[config.mk]
export PLATFORM = sky130hd
export DESIGN_NAME = stopwatch_timer_core
export DESIGN_NICKNAME = d
export VERILOG_FILES = /design/src/rtl/stopwatch_pkg.sv /design/src/rtl/seg_scan_mux.sv /design/src/rtl/stopwatch_timer_core.sv
export SDC_FILE = /design/constraint.sdc
export NUM_CORES = 1
export LEC_CHECK = 0
export ABC_AREA = 1
export CAP_MARGIN = 20
export CORE_AREA = 2 2 108 110
export DETAILED_ROUTE_END_ITERATION = 10
export DIE_AREA = 0 0 110 112
export DONT_BUFFER_PORTS = 1
export PLACE_DENSITY_LB_ADDON = 0.12
export SLEW_MARGIN = 40
export SYNTH_ARGS = -nofsm -noshare
export SYNTH_HDL_FRONTEND = slang
export SYNTH_SLANG_ARGS = --single-unit
export TNS_END_PERCENT = 5
[constraint.sdc]
create_clock -name clk -period 2.7 [get_ports clk]
set_input_delay 0.135 -clock clk [delete_from_list [all_inputs] [get_ports clk]]
set_output_delay 0.135 -clock clk [all_outputs]
set_load 0.02 [all_outputs]
[src/rtl/stopwatch_pkg.sv]
// Shared state encoding, limits and the 7-segment decoder for the stopwatch/timer core.
package stopwatch_pkg;

  typedef logic [1:0] state_t;

  localparam state_t StIdle    = 2'd0;
  localparam state_t StRun     = 2'd1;
  localparam state_t StPause   = 2'd2;
  localparam state_t StExpired = 2'd3;

  localparam int unsigned SEC_MAX   = 59;
  localparam logic [6:0]  SEG_BLANK = 7'h7F;

  // Active-low gfedcba; non-decimal codes blank the digit.
  function automatic logic [6:0] bcd_to_seg(input logic [3:0] d);
    logic [6:0] s;
    case (d)
      4'd0:    s = 7'b1000000;
      4'd1:    s = 7'b1111001;
      4'd2:    s = 7'b0100100;
      4'd3:    s = 7'b0110000;
      4'd4:    s = 7'b0011001;
      4'd5:    s = 7'b0010010;
      4'd6:    s = 7'b0000010;
      4'd7:    s = 7'b1111000;
      4'd8:    s = 7'b0000000;
      4'd9:    s = 7'b0010000;
      default: s = SEG_BLANK;
    endcase
    return s;
  endfunction

endpackage

[src/rtl/seg_scan_mux.sv]
// Four-digit multiplexed 7-segment scan; outputs decode directly from the scan index so they
// change in the same cycle as the index.
module seg_scan_mux
  import stopwatch_pkg::*;
#(
  parameter int unsigned SCAN_DIV = 1024
) (
  input  logic        clk_i,
  input  logic        rst_i,
  input  logic [15:0] bcd_i,
  input  logic [3:0]  dp_mask_i,
  input  logic [3:0]  blank_mask_i,
  output logic [6:0]  seg_o,
  output logic        dp_o,
  output logic [3:0]  an_o
);

  localparam int unsigned DW = $clog2(SCAN_DIV);
  localparam logic [DW-1:0] DIV_TOP = DW'(SCAN_DIV - 1);

  logic [DW-1:0] div_q, div_d;
  logic [1:0]    idx_q, idx_d;
  logic [3:0]    digit;

  always_comb begin
    div_d = div_q + 1'b1;
    idx_d = idx_q;
    if (div_q == DIV_TOP) begin
      div_d = '0;
      idx_d = idx_q + 2'd1;
    end
  end

  always_ff @(posedge clk_i or posedge rst_i) begin
    if (rst_i) begin
      div_q <= '0;
      idx_q <= 2'd0;
    end else begin
      div_q <= div_d;
      idx_q <= idx_d;
    end
  end

  always_comb begin
    digit = bcd_i[{idx_q, 2'b00} +: 4];
    seg_o = blank_mask_i[idx_q] ? SEG_BLANK : bcd_to_seg(digit);
    dp_o  = ~dp_mask_i[idx_q];
    an_o  = ~(4'b0001 << idx_q);
  end

endmodule

[src/rtl/stopwatch_timer_core.sv]
// Min:sec stopwatch / countdown timer with preset load, expiry, lap freeze and 4-digit scan.
module stopwatch_timer_core
  import stopwatch_pkg::*;
#(
  parameter int unsigned TICK_DIV = 50_000_000,
  parameter int unsigned MAX_MIN  = 59,
  parameter int unsigned SCAN_DIV = 1024
) (
  input  logic       clk,
  input  logic       rst,
  input  logic       start,
  input  logic       stop,
  input  logic       lap,
  input  logic       mode_down,
  input  logic       load,
  input  logic [6:0] preset_min,
  input  logic [5:0] preset_sec,
  output logic [6:0] min,
  output logic [5:0] sec,
  output logic [6:0] seg,
  output logic       dp,
  output logic [3:0] an,
  output logic       running,
  output logic       expired
);

  localparam int unsigned PW = $clog2(TICK_DIV);
  localparam logic [PW-1:0] PRESC_TOP = PW'(TICK_DIV - 1);

  logic          start_q, stop_q, lap_q;
  logic          start_go, stop_go, lap_go;
  state_t        state_q, state_d;
  logic          mode_q, mode_d;
  logic [6:0]    min_q, min_d, snap_min_q, snap_min_d, t_min, p_min, disp_min;
  logic [5:0]    sec_q, sec_d, snap_sec_q, snap_sec_d, t_sec, p_sec, disp_sec;
  logic          lap_hold_q, lap_hold_d;
  logic [PW-1:0] presc_q, presc_d;
  logic          count_zero;
  logic [15:0]   bcd;

  // Higher-priority events mask lower ones: stop > start > lap.
  assign stop_go  = stop & ~stop_q;
  assign start_go = start & ~start_q & ~stop_go;
  assign lap_go   = lap & ~lap_q & ~stop_go & ~(start & ~start_q);

  assign p_min      = (preset_min > 7'(MAX_MIN)) ? 7'(MAX_MIN) : preset_min;
  assign p_sec      = (preset_sec > 6'(SEC_MAX)) ? 6'(SEC_MAX) : preset_sec;
  assign count_zero = (min_q == 7'd0) && (sec_q == 6'd0);

  always_comb begin
    t_min = min_q;
    t_sec = sec_q;
    if (!mode_q) begin
      if (sec_q == 6'(SEC_MAX)) begin
        t_sec = 6'd0;
        t_min = (min_q == 7'(MAX_MIN)) ? 7'd0 : min_q + 7'd1;
      end else begin
        t_sec = sec_q + 6'd1;
      end
    end else if (sec_q != 6'd0) begin
      t_sec = sec_q - 6'd1;
    end else if (min_q != 7'd0) begin
      t_min = min_q - 7'd1;
      t_sec = 6'(SEC_MAX);
    end
  end

  always_comb begin
    state_d    = state_q;
    mode_d     = mode_q;
    min_d      = min_q;
    sec_d      = sec_q;
    lap_hold_d = lap_hold_q;
    snap_min_d = snap_min_q;
    snap_sec_d = snap_sec_q;
    presc_d    = presc_q;
    case (state_q)
      StIdle: begin
        mode_d     = mode_down;
        presc_d    = '0;
        lap_hold_d = 1'b0;
        if (start_go && !(mode_down && count_zero)) state_d = StRun;
        if (load) begin
          min_d = p_min;
          sec_d = p_sec;
        end
      end
      StRun: begin
        if (presc_q == PRESC_TOP) begin
          presc_d = '0;
          min_d   = t_min;
          sec_d   = t_sec;
          if (mode_q && t_min == 7'd0 && t_sec == 6'd0) state_d = StExpired;
        end else begin
          presc_d = presc_q + 1'b1;
        end
        if (stop_go) begin
          state_d = StPause;
        end else if (lap_go) begin
          lap_hold_d = ~lap_hold_q;
          if (!lap_hold_q) begin
            snap_min_d = min_q;
            snap_sec_d = sec_q;
          end
        end
      end
      StPause: begin
        if (stop_go) begin
          state_d    = StIdle;
          lap_hold_d = 1'b0;
          min_d      = mode_q ? p_min : 7'd0;
          sec_d      = mode_q ? p_sec : 6'd0;
        end else if (start_go) begin
          state_d = StRun;
        end
        if (load) begin
          min_d   = p_min;
          sec_d   = p_sec;
          presc_d = '0;
        end
      end
      default: begin
        presc_d = '0;
        min_d   = 7'd0;
        sec_d   = 6'd0;
        if (stop_go) begin
          state_d    = StIdle;
          lap_hold_d = 1'b0;
          min_d      = mode_q ? p_min : 7'd0;
          sec_d      = mode_q ? p_sec : 6'd0;
        end
      end
    endcase
  end

  // Edge registers reset high so a button held through reset must be released before it counts.
  always_ff @(posedge clk or posedge rst) begin
    if (rst) begin
      start_q    <= 1'b1;
      stop_q     <= 1'b1;
      lap_q      <= 1'b1;
      state_q    <= StIdle;
      mode_q     <= 1'b0;
      min_q      <= '0;
      sec_q      <= '0;
      lap_hold_q <= 1'b0;
      snap_min_q <= '0;
      snap_sec_q <= '0;
      presc_q    <= '0;
    end else begin
      start_q    <= start;
      stop_q     <= stop;
      lap_q      <= lap;
      state_q    <= state_d;
      mode_q     <= mode_d;
      min_q      <= min_d;
      sec_q      <= sec_d;
      lap_hold_q <= lap_hold_d;
      snap_min_q <= snap_min_d;
      snap_sec_q <= snap_sec_d;
      presc_q    <= presc_d;
    end
  end

  always_comb begin
    disp_min = lap_hold_q ? snap_min_q : min_q;
    disp_sec = lap_hold_q ? snap_sec_q : sec_q;
    bcd      = {4'(disp_min / 7'd10), 4'(disp_min % 7'd10),
                4'(disp_sec / 6'd10), 4'(disp_sec % 6'd10)};
  end

  seg_scan_mux #(
    .SCAN_DIV (SCAN_DIV)
  ) u_scan (
    .clk_i        (clk),
    .rst_i        (rst),
    .bcd_i        (bcd),
    .dp_mask_i    ({1'b0, 1'b1, 1'b0, lap_hold_q}),
    .blank_mask_i ({(bcd[15:12] == 4'd0), 3'b000}),
    .seg_o        (seg),
    .dp_o         (dp),
    .an_o         (an)
  );

  assign min     = min_q;
  assign sec     = sec_q;
  assign running = (state_q == StRun);
  assign expired = (state_q == StExpired);

endmodule

==> After elaboration in Yosys (flattened, before gate mapping) <==
Memories as Yosys holds them, arrays and structs flattened.
Cells that the tools add are included.
W data, S select, Z words.
{ "totals": {"register_bits": 71, "input_bits": 20, "mem_bits_ro": 112, "memories": 1, "out_inout_bits": 27} }
{ "classes": {"n_lt_le_gt_ge": 3, "muxes": 48, "n_reduce_logical": 20, "add_sub_neg": 7, "eq_ne": 17, "div": 4, "bitwise_logic": 14, "shift": 2} }
{ "memory_table": {"columns": ["name", "depth", "width", "rd", "rd_clocked_by_memory_dff", "write_ports", "line", "source"], "rows": [
  ["(name not given)", 16, 7, 1, 0, 0, "stopwatch_pkg.sv:17", "case (d)"]
]} }
{ "ops": {"columns": ["operator", "n"], "rows": [
  ["$mux W7", 14],
  ["$mux W6", 12],
  ["$mux W26", 2],
  ["$pmux W26 S2", 1],
  ["$add A26 B1 Y26 const B", 1],
  ["$eq A26 B26 Y1 const B", 1],
  ["$pmux W7 S3", 1],
  ["$pmux W6 S3", 1],
  ["$shiftx A16 B5 Y4", 1],
  ["$logic_not A7 Y1", 2],
  ["$mux W2", 7],
  ["$logic_not A6 Y1", 2],
  ["$add A10 B1 Y10 const B", 1],
  ["$eq A10 B10 Y1 const B", 1],
  ["$mux W10", 1],
  ["$reduce_and A3 Y1", 3],
  ["$ne A2 B2 Y1 const B", 4],
  ["$add A7 B1 Y7 const B", 1],
  ["$div A7 B4 Y7 const B", 1],
  ["$eq A7 B6 Y1 const B", 1],
  ["$gt A7 B6 Y1 const B", 1],
  ["$mod A7 B4 Y7 const B", 1],
  ["$not A1 Y1", 7],
  ["$reduce_bool A7 Y1", 1],
  ["other kinds (29)", 47]
]} }

==> Logic depth before layout (Yosys ltp) <==
Gate-level depths: netlist (run 1).
{ "depth": {"depth_word": 11, "mapped_depth": 30, "depth_no_buf": 30} }

==> Hierarchy <==
From an unflattened synthesis (run 1), not the netlist that was laid out.
{ "unflattened": {"cells_unflattened": 810, "area_unflattened_um2": 5562.8} }
{ "by_module_without_submodules": {"columns": ["module", "cells_per_inst", "n_inst", "area_per_inst_um2", "seq_area_each_um2"], "rows": [
  ["stopwatch_timer_core", 667, 1, 4476.8, 1480.2],
  ["seg_scan_mux", 143, 1, 1086.0, 300.3]
]} }

==> Worst setup path before layout (run 1) <==
OpenSTA, ideal clock, no wires.
{ "synth_path": {"kind": "reg2out", "start": "register sec_q[3], in the netlist sec[3]", "end": "output port seg[3]", "t_required_ns": 2.565, "n_path_buf": 0, "t_arrival_ns": 3.075, "setup_slack_ns": -0.510, "stages_incl_launch_ff": 27, "path_cell_list": "dfrtp_1 > inv_2 > nand2_1 > o21ai_4 > a21oi_4 > nand2_1 > o21ai_2 > inv_1 > ha_1 > nand2_1 > nor2_1 > inv_1 > nand2_2 > nand2_2 > nand2_4 > o21ai_2 > nand2_2 > nand2_2 > nand2_1 > nand3_1 > nand2_1 > nand2_2 > inv_2 > ha_1 > nand3_1 > nand3_1 > nand3_1"} }
{ "synth_between": {"elab_chain_len": 5} }
{ "synth_rtl": {"columns": ["item", "line", "source"], "rows": [
  ["start, declared", "stopwatch_timer_core.sv:35", "logic [5:0] sec_q, sec_d, snap_sec_q, snap_sec_d, t_sec, p_sec, disp_sec;"],
  ["start signal, assigned", "stopwatch_timer_core.sv:145", "sec_q <= '0;"],
  ["start signal, assigned", "stopwatch_timer_core.sv:157", "sec_q <= sec_d;"],
  ["$mux W6 *", null, null],
  ["$mod A6 B4 Y6 / $div A6 B4 Y6 (equally long branches)", "stopwatch_timer_core.sv:169", "4'(disp_sec / 6'd10), 4'(disp_sec % 6'd10)};"],
  ["$shiftx A16 B5 Y4 *", "seg_scan_mux.sv:45", "digit = bcd_i[{idx_q, 2'b00} +: 4];"],
  ["$mem_v2 Z16 W7 *", null, null],
  ["$mux W7 *", "seg_scan_mux.sv:46", "seg_o = blank_mask_i[idx_q] ? SEG_BLANK : bcd_to_seg(digit);"],
  ["end, declared", "stopwatch_timer_core.sv:20", "output logic [6:0] seg,"]
]} }
Mark *: on every way between the ends. The rest lies on a longest branch, timed or not.

==> Final worst setup path (run 1) <==
{ "layout_path": {"start": "register lap_hold_q", "end": "output port seg[6]"} }
{ "layout_between": {"elab_chain_len": 6} }
{ "layout_rtl": {"columns": ["item", "line", "source"], "rows": [
  ["start, declared", "stopwatch_timer_core.sv:36", "logic lap_hold_q, lap_hold_d;"],
  ["start signal, assigned", "stopwatch_timer_core.sv:158", "lap_hold_q <= lap_hold_d;"],
  ["parallel branches: the longest is 5 deep, another holds $mod A7 B4 Y7", null, null],
  ["$mux W7 *", "seg_scan_mux.sv:46", null]
]} }
Mark *: on every way between the ends. The select of a mux whose other input is x is not followed.

==> metrics.md, run 1 <==
| Metric | Value |
|---|---|
| GRT Total Usage | `24.9%` |
| Layout Cells excl Fill | `1013` |
| GPL Wtd Cong | `0.935` |
| R2r setup slk | `0.07 ns` |
| Area leader, netlist | `dfrtp_1` |
| R2r endpoint | `state_q[1]` |
| Synthesis-stage register bit count | `71` |
| Rel. slew slack | `46.8%` |
| Sink Count | `71` |
| Multi-input logic area | `3400 µm²` |
| Final nets | `906` |
| Clk buf depth | `2` |
| Status | `finished with violations` |
| Syn nets | `813` |
| Core ar. | `11200 µm²` |
| CTS tree | `built` |
| Die area | `12300 µm²` |
| Top sig layer | `met4` |
| First-iteration detailed-routing DRC count | `337` |
| RSZ-0062 raised after global routing | `true` |
| Vias per cell | `5.39` |
| Most frequent CP cell | `nand2_4` |
| Required @ worst endpoint | `2.57 ns` |
| Fillers | `1004` |
| Final Setup Violations | `7` |
| Final wirelength | `15100 µm` |
| Synthesis-to-layout area growth | `28.0%` |
| Die Y | `112 µm` |
| TritonCTS Buffers | `9` |
| Post-route DRC | `0` |
| Yosys top cell area share | `31.3%` |
| Crit path DAT | `3.32 ns` |
| Std cell rows | `39` |
| FF-to-FF path depth | `14` |
| Syn_area_per_cell | `7.05 µm²` |
| Initial Utilization | `48.7%` |
| DP Cell Count | `978` |
| Clock transition at path regs | `0.06 ns` |
| Vias in the first global route | `5325` |
| First-pass DRT Iterations | `5` |
| Core Util, Final | `62.3%` |
| Final Max Tran Viols | `0` |
| Total gr overflow | `0` |
| Register area | `1790 µm²` |
| Async SR Flop Fraction | `100%` |
| Worst hold path class | `in2reg` |
| Number of flops mapped to enable cells by yosys | `0` |
| Tmin final | `3.46 ns` |
| Clk Latency, worst-skew pair | `0.33 ns` |
| Skew final | `0.00636 ns` |
| Fmax | `289 MHz` |
| DR WL/cell | `14.9 µm` |
| Top cells by area, synth | `dfrtp_1 (31%), nand2_1 (9.0%), inv_1 (8.7%)` |
| Maximum fanout along the worst path | `6` |
| Vias after detailed routing | `5463` |
| # IOs | `47` |
| Violated checks | `setup timing` |
| H-tree lvl count | `3` |
| Root Buffer | `clkbuf_16` |
| Setup crit start kind | `flip-flop` |
| Antenna-violating nets left | `0` |
| Synth warn | `0` |
| Unique cell type count in the Yosys netlist | `49` |
| Register area share after synthesis | `32.7%` |
| Tcrit/Tclk final | `128%` |
| Slowest-stage cell, CP | `dfrtp_2` |
| WL met1 | `6610 µm` |
| Met2 Wirelength | `7590 µm` |
| Worst setup path start | `lap_hold_q` |
| Crit Path Category | `reg2out` |
| Syn Inst Count | `772` |
| Number of max-cap violations | `0` |
| Die span in x | `110 µm` |
| Antenna violations before repair | `0` |
| Synth Cell Area | `5440 µm²` |
| Max incr delay on CP | `0.44 ns` |
| CP endpoint | `seg[6]` |
| Met3 wire length | `609 µm` |
| Pin count of the biggest net entering global routing | `72` |
| First-pass GRT wire length | `24700 µm` |
| Ys flop type | `dfrtp_1` |
| Layout cells sized above 1 | `26.6%` |
| Ant diodes | `0` |
| Worst Tran Pin Value | `0.790 ns` |
| Final WS setup | `-0.760 ns` |
| PortBufs | `0` |
| FF-to-FF Start | `sec[3]` |
| Critical path capture point type | `output port` |
| Detailed Place HPWL | `11000 µm` |
| Final number of hold-violating endpoints | `0` |
[flip-flops by register name, indices dropped and copies added (netlist names)]
| name | flops |
|---|---|
| mode_q | 1 |
| min | 7 |
| lap_q | 1 |
| u_scan.idx_q | 2 |
| u_scan.div_q | 10 |
| snap_min_q | 7 |
| lap_hold_q | 1 |
| start_q | 1 |
| sec | 6 |
| state_q | 2 |
| presc_q | 26 |
| snap_sec_q | 6 |
| stop_q | 1 |
[worst min path at each step]
stage	startpoint	to	slack [ns]	cells past startpoint
finish	preset_sec[1]	sec[1]	0.06	2
global route	preset_sec[1]	sec[1]	0.08	2
CTS	preset_sec[1]	sec[1]	0.05	2
detailed placement	stop	stop_q	0.14	0
global placement	start	start_q	0.14	0
floorplan	lap	lap_q	0.14	0
[stage by stage]
step                      setup WS, ns  TNS, ns  area, µm²  hold WS [ns]
after floorplan                 -0.271    -1.75       5570         0.139
after global placement          -0.284    -1.89       6260         0.140
after detailed placement        -0.424    -2.77       6260         0.140
after CTS                       -0.698    -4.68       6780        0.0484
after global routing            -0.941    -6.85       6970        0.0755
final                           -0.760    -5.17       6970        0.0587
[area by class of cell]
class                      instances  area share, %
inverter                         138           7.61
timing repair buffer              96           10.8
multi-input combinational        549           48.8
sequential                        71           25.6
tap                              143           2.57
clock buffer                      11           3.34
clock inverter                     5           1.19
[Yosys cell counts (6+ instances only)]
cell	count
dfrtp_1	68
o21ai_1	8
o21ai_2	7
inv_2	10
inv_1	126
nand2_4	10
nand3_1	66
nor2_1	61
o22ai_1	10
or2_2	7
a31oi_1	6
ha_1	21
o211ai_1	7
nand3_2	8
nor3_1	34
nor4_1	10
a22oi_1	6
xor2_1	6
clkbuf_1	11
nand2_2	18
nand2_1	131
nand4_1	8
a21oi_1	41
o21ai_0	49
[critical path: cells and delay by family, from the launching register on]
kind / cells / cell delay [ns]
AO/OA/AOI/OAI: 1 / 0.22
adder cells (fa/ha/maj): 1 / 0.15
buffers and inverters: 8 / 0.76
flip-flops: 1 / 0.44
AND/OR/NAND/NOR: 18 / 1.42
[layer usage]
layer | vias to the layer above | global-route usage (%)
li1 | 2756 | -
met1 | 2564 | 32.5
met2 | 121 | 42.5
met3 | 22 | 3.40
met4 | 0 | 7.09
met5 | - | 0
[cell usage in the layout, fill, tap and decap left out, types with 22 or more instances in the layout]
master and count:
buf_4 85, inv_1 118, nor2_1 60, a21oi_1 40, o21ai_0 48, nand3_1 52, dfrtp_1 64, nor3_1 34
nand2_1 118, nand2_2 22
[what timing repair did]
item,CTS,global route
resized for setup,16,42
hold endpoints to repair,72,0
setup endpoints to repair,7,15
setup buffers,10,4
hold buffers,5,0
pin swaps,14,17
[cell families after synthesis]
logic type | after synthesis | share of synthesized area, %
DFF | 71 | 32.7
and+or+nand+nor | 366 | 33.1
adders and majority gates | 21 | 4.83
AOI/OAI and AO/OA | 153 | 17.1
buffers and inverters | 152 | 10.8
xor gates and xnor gates | 8 | 1.29
muxes | 1 | 0.207
Power of run 1 is left out: the tool's default activity adds up to more than one toggle a clock period on the data nets, which glitch-free logic cannot reach.
==> inputs of run 2 (changes only) <==
Settings changed: ABC_AREA 1 to unset, CORE_AREA 2 2 108 110 to 2 2 112 114, DIE_AREA 0 0 110 112 to 0 0 114 116, SYNTH_HIERARCHICAL set to 1.
==> run 2 against run 1 <==
The run still ends with setup timing left. Sequential share of layout area fell by 1.6 points. Worst setup slack got worse by 0.98 ns. Count of clock-buffer cells in the layout fell by 2. Global-route usage rose by 0.53 points. Worst hold slack got worse by 0.033 ns. Synthesized cell count fell by 9.3%. Maximum frequency fell by 22%. Via count rose by 4.9%. Register-to-register slack improved by 0.05 ns. Area after synthesis rose by 7.9%. Critical endpoint is now seg[5].
==> metrics.md, run 2 <==
| Metric | Value |
|---|---|
| Largest regs | `presc_q: 26 flops, u_scan/div_q: 10 flops` |
| Setup_tns | `-11.71 ns` |
| Antenna violations before repair | `0` |
| Tmin final | `4.44 ns` |
| Synthesis-to-layout area growth | `26.2%` |
| Max incr delay on CP | `0.48 ns` |
| Clock transition at path regs | `0.06 ns` |
| Maximum fanout along the worst path | `6` |
| DR WL/cell | `16.7 µm` |
| Most frequent cells in the layout | `buf_4 (122), nor2_1 (82), dfrtp_1 (67), nand2_1 (66), a21oi_1 (51)` |
| Top-count cell post-synth | `nor2_1` |
| Fmax | `225 MHz` |
| First-pass GRT wire length | `27200 µm` |
| Leak | `3.07 nW` |
| GRT Total Usage | `25.4%` |
| Final wirelength | `16100 µm` |
| Std cell rows | `40` |
| Total gr overflow | `0` |
| Worst Tran Pin Value | `0.635 ns` |
| Skew final | `0.00665 ns` |
| CTS tree | `built` |
| Vias in the first global route | `5568` |
| Clk Latency, worst-skew pair | `0.33 ns` |
| GPL Wtd Cong | `0.920` |
| Slowest-stage cell, CP | `mux4_2` |
| Die Y | `116 µm` |
| Unique cell type count in the Yosys netlist | `83` |
| Die span in x | `114 µm` |
| Pin count of the biggest net entering global routing | `60` |
| Root Buffer | `clkbuf_16` |
| H-tree lvl count | `3` |
| Yosys top cell area share | `29.0%` |
| Vias per cell | `5.94` |
| Status | `finished with violations` |
| Required @ worst endpoint | `2.57 ns` |
| Synth Cell Area | `5870 µm²` |
| Crit path DAT | `4.30 ns` |
| Syn_area_per_cell | `8.39 µm²` |
| Cell area power density | `1370 nW/µm²` |
| Register area share after synthesis | `30.3%` |
| Area leader, netlist | `dfrtp_1` |
| Die area | `13200 µm²` |
| Delay-heaviest family, CP | `compound AO/OA/AOI/OAI gates` |
| Final WS setup | `-1.74 ns` |
| Max reg flops | `26` |
| Final Max Tran Viols | `0` |
| Ys flop type | `dfrtp_1` |
| Final Setup Violations | `7` |
| Top cells by area, synth | `dfrtp_1 (29%), nor2_1 (5.5%), a21oi_1 (4.6%)` |
| Rel. slew slack | `57.1%` |
| Final number of hold-violating endpoints | `0` |
| Crit-path cells | `buf_6 -> buf_6 -> mux2i_4 -> buf_6 -> xnor2_2 -> o21ai_1 -> a21oi_1 -> ha_2 -> o311ai_4 -> o211ai_1 -> o211ai_1 -> a221oi_2 -> buf_4 -> o2bb2ai_1 -> o41ai_1 -> mux4_2 -> buf_6 -> mux2i_2 -> nor2_1 -> o21ai_1 -> buf_4` |
| Ant diodes | `0` |
| Antenna-violating nets left | `0` |
| Number of flops mapped to enable cells by yosys | `0` |
| Most common library cells after synthesis | `nor2_1 (86), dfrtp_1 (68), nand2_1 (67), a21oi_1 (54), o21ai_0 (46)` |
| Core Util, Final | `62.2%` |
| Worst hold path class | `in2reg` |
| Worst path bufs/invs | `6` |
| Final nets | `853` |
| RSZ-0062 raised after global routing | `true` |
| Tcrit/Tclk final | `164%` |
| Detailed Place HPWL | `12000 µm` |
| Violated checks | `setup timing` |
| # IOs | `47` |
| Setup crit start kind | `flip-flop` |
| Syn Inst Count | `700` |
| Fillers | `992` |
| Sink Count | `71` |
| Most common cell after layout, fill and taps aside | `buf_4` |
| Crit Path Category | `reg2out` |
| Vias after detailed routing | `5731` |
| First-iteration detailed-routing DRC count | `424` |
| First-pass DRT Iterations | `5` |
| Core ar. | `11900 µm²` |
| Post-route DRC | `0` |
| Maximum resistive drop on vdd | `0.000526 V` |
| Initial Utilization | `49.3%` |
| Clk buf depth | `2` |
| Async SR Flop Fraction | `100%` |
| PortBufs | `0` |
| Synthesis-stage register bit count | `71` |
| Layout cells sized above 1 | `27.8%` |
| Most frequent CP cell | `buf_6` |
| TritonCTS Buffers | `9` |
| Number of max-cap violations | `0` |
| Biggest register | `presc_q` |
| Synth warn | `6` |
| Critical path capture point type | `output port` |
run 2: logic make-up (layout without fill, tap and decap cells):
logic type	count (synthesis)	after routing	share of synthesized area, %
XOR/XNOR	35	35	5.22
other	2	10	0.128
flip-flops	71	71	30.3
multiplexers	34	34	9.33
AO/OA/AOI/OAI	191	191	21.6
buffers and inverters	71	181	5.77
adder cells (fa/ha/maj)	20	20	4.26
AND/OR/NAND/NOR	276	276	23.4
run 2: worst reg2reg max path, stage by stage, from the launching register on:
cell,delay [ns]
dfrtp_1,0.41
buf_4,0.24
ha_1,0.24
and3b_1,0.24
and2b_2,0.24
nand2_1,0.10
or3b_2,0.47
o311ai_0,0.18
nor4_2,0.14
a31o_1,0.21
run 2: worst paths after layout:
kind	from	end	slack, ns	cells past startpoint
min	mode_down	state_q[0]	0.03	3
max in group asynchronous	rst	lap_hold_q	1.88	3
min in group asynchronous	rst	u_scan/div_q[6]	0.29	2
min reg2reg	u_scan/div_q[9]	u_scan/div_q[9]	0.49	1
max reg2reg	sec[0]	state_q[1]	0.12	9
max	lap_hold_q	seg[5]	-1.74	21
run 2: final cells by class:
cell class                 count  area, µm²  area share (%)
multi-input combinational    566       3950            53.3
sequential                    71       1780            24.0
timing repair buffer         135       1060            14.3
clock buffer                   9        225            3.04
tap                          147        184            2.48
inverter                      30        115            1.55
clock inverter                 7       95.1            1.28
run 2: through the flow:
stage	setup slack [ns]	cell area, µm²	power, mW	hold WS [ns]	std cells
CTS	-1.69	7310	9.90	0.00549	961
floorplan	-1.47	5970	5.87	-0.000301	708
detailed placement	-1.44	6800	8.29	0.0645	931
global route	-1.88	7410	10.8	0.0559	965
global placement	-1.34	6800	8.12	0.0432	931
finish	-1.74	7410	10.1	0.0254	965
run 2: timing repair:
item,4_1_cts,5_1_grt
hold buffers,5,0
pin swaps,16,7
buffers inserted,9,4
hold endpoints to repair,72,0
resized for setup,19,20
setup endpoints to repair,7,10
run 2: power breakdown:
part	internal, mW	switching, mW	total, mW
Sequential	1.28	0.212	1.49
Clock	0.811	0.466	1.28
Combinational	3.39	3.96	7.35
Total	5.49	4.64	10.1
run 2: per-layer routing:
layer | vias to the layer above | GRT usage (%) | share of wire [%]
met4 | 0 | 6.99 | 1.2
met2 | 169 | 43.7 | 49
met5 | - | 0 | 0
met1 | 2772 | 33.2 | 45
met3 | 23 | 4.18 | 5.5
li1 | 2767 | - | -
No activity file was read; power rests on OpenSTA's default activity.
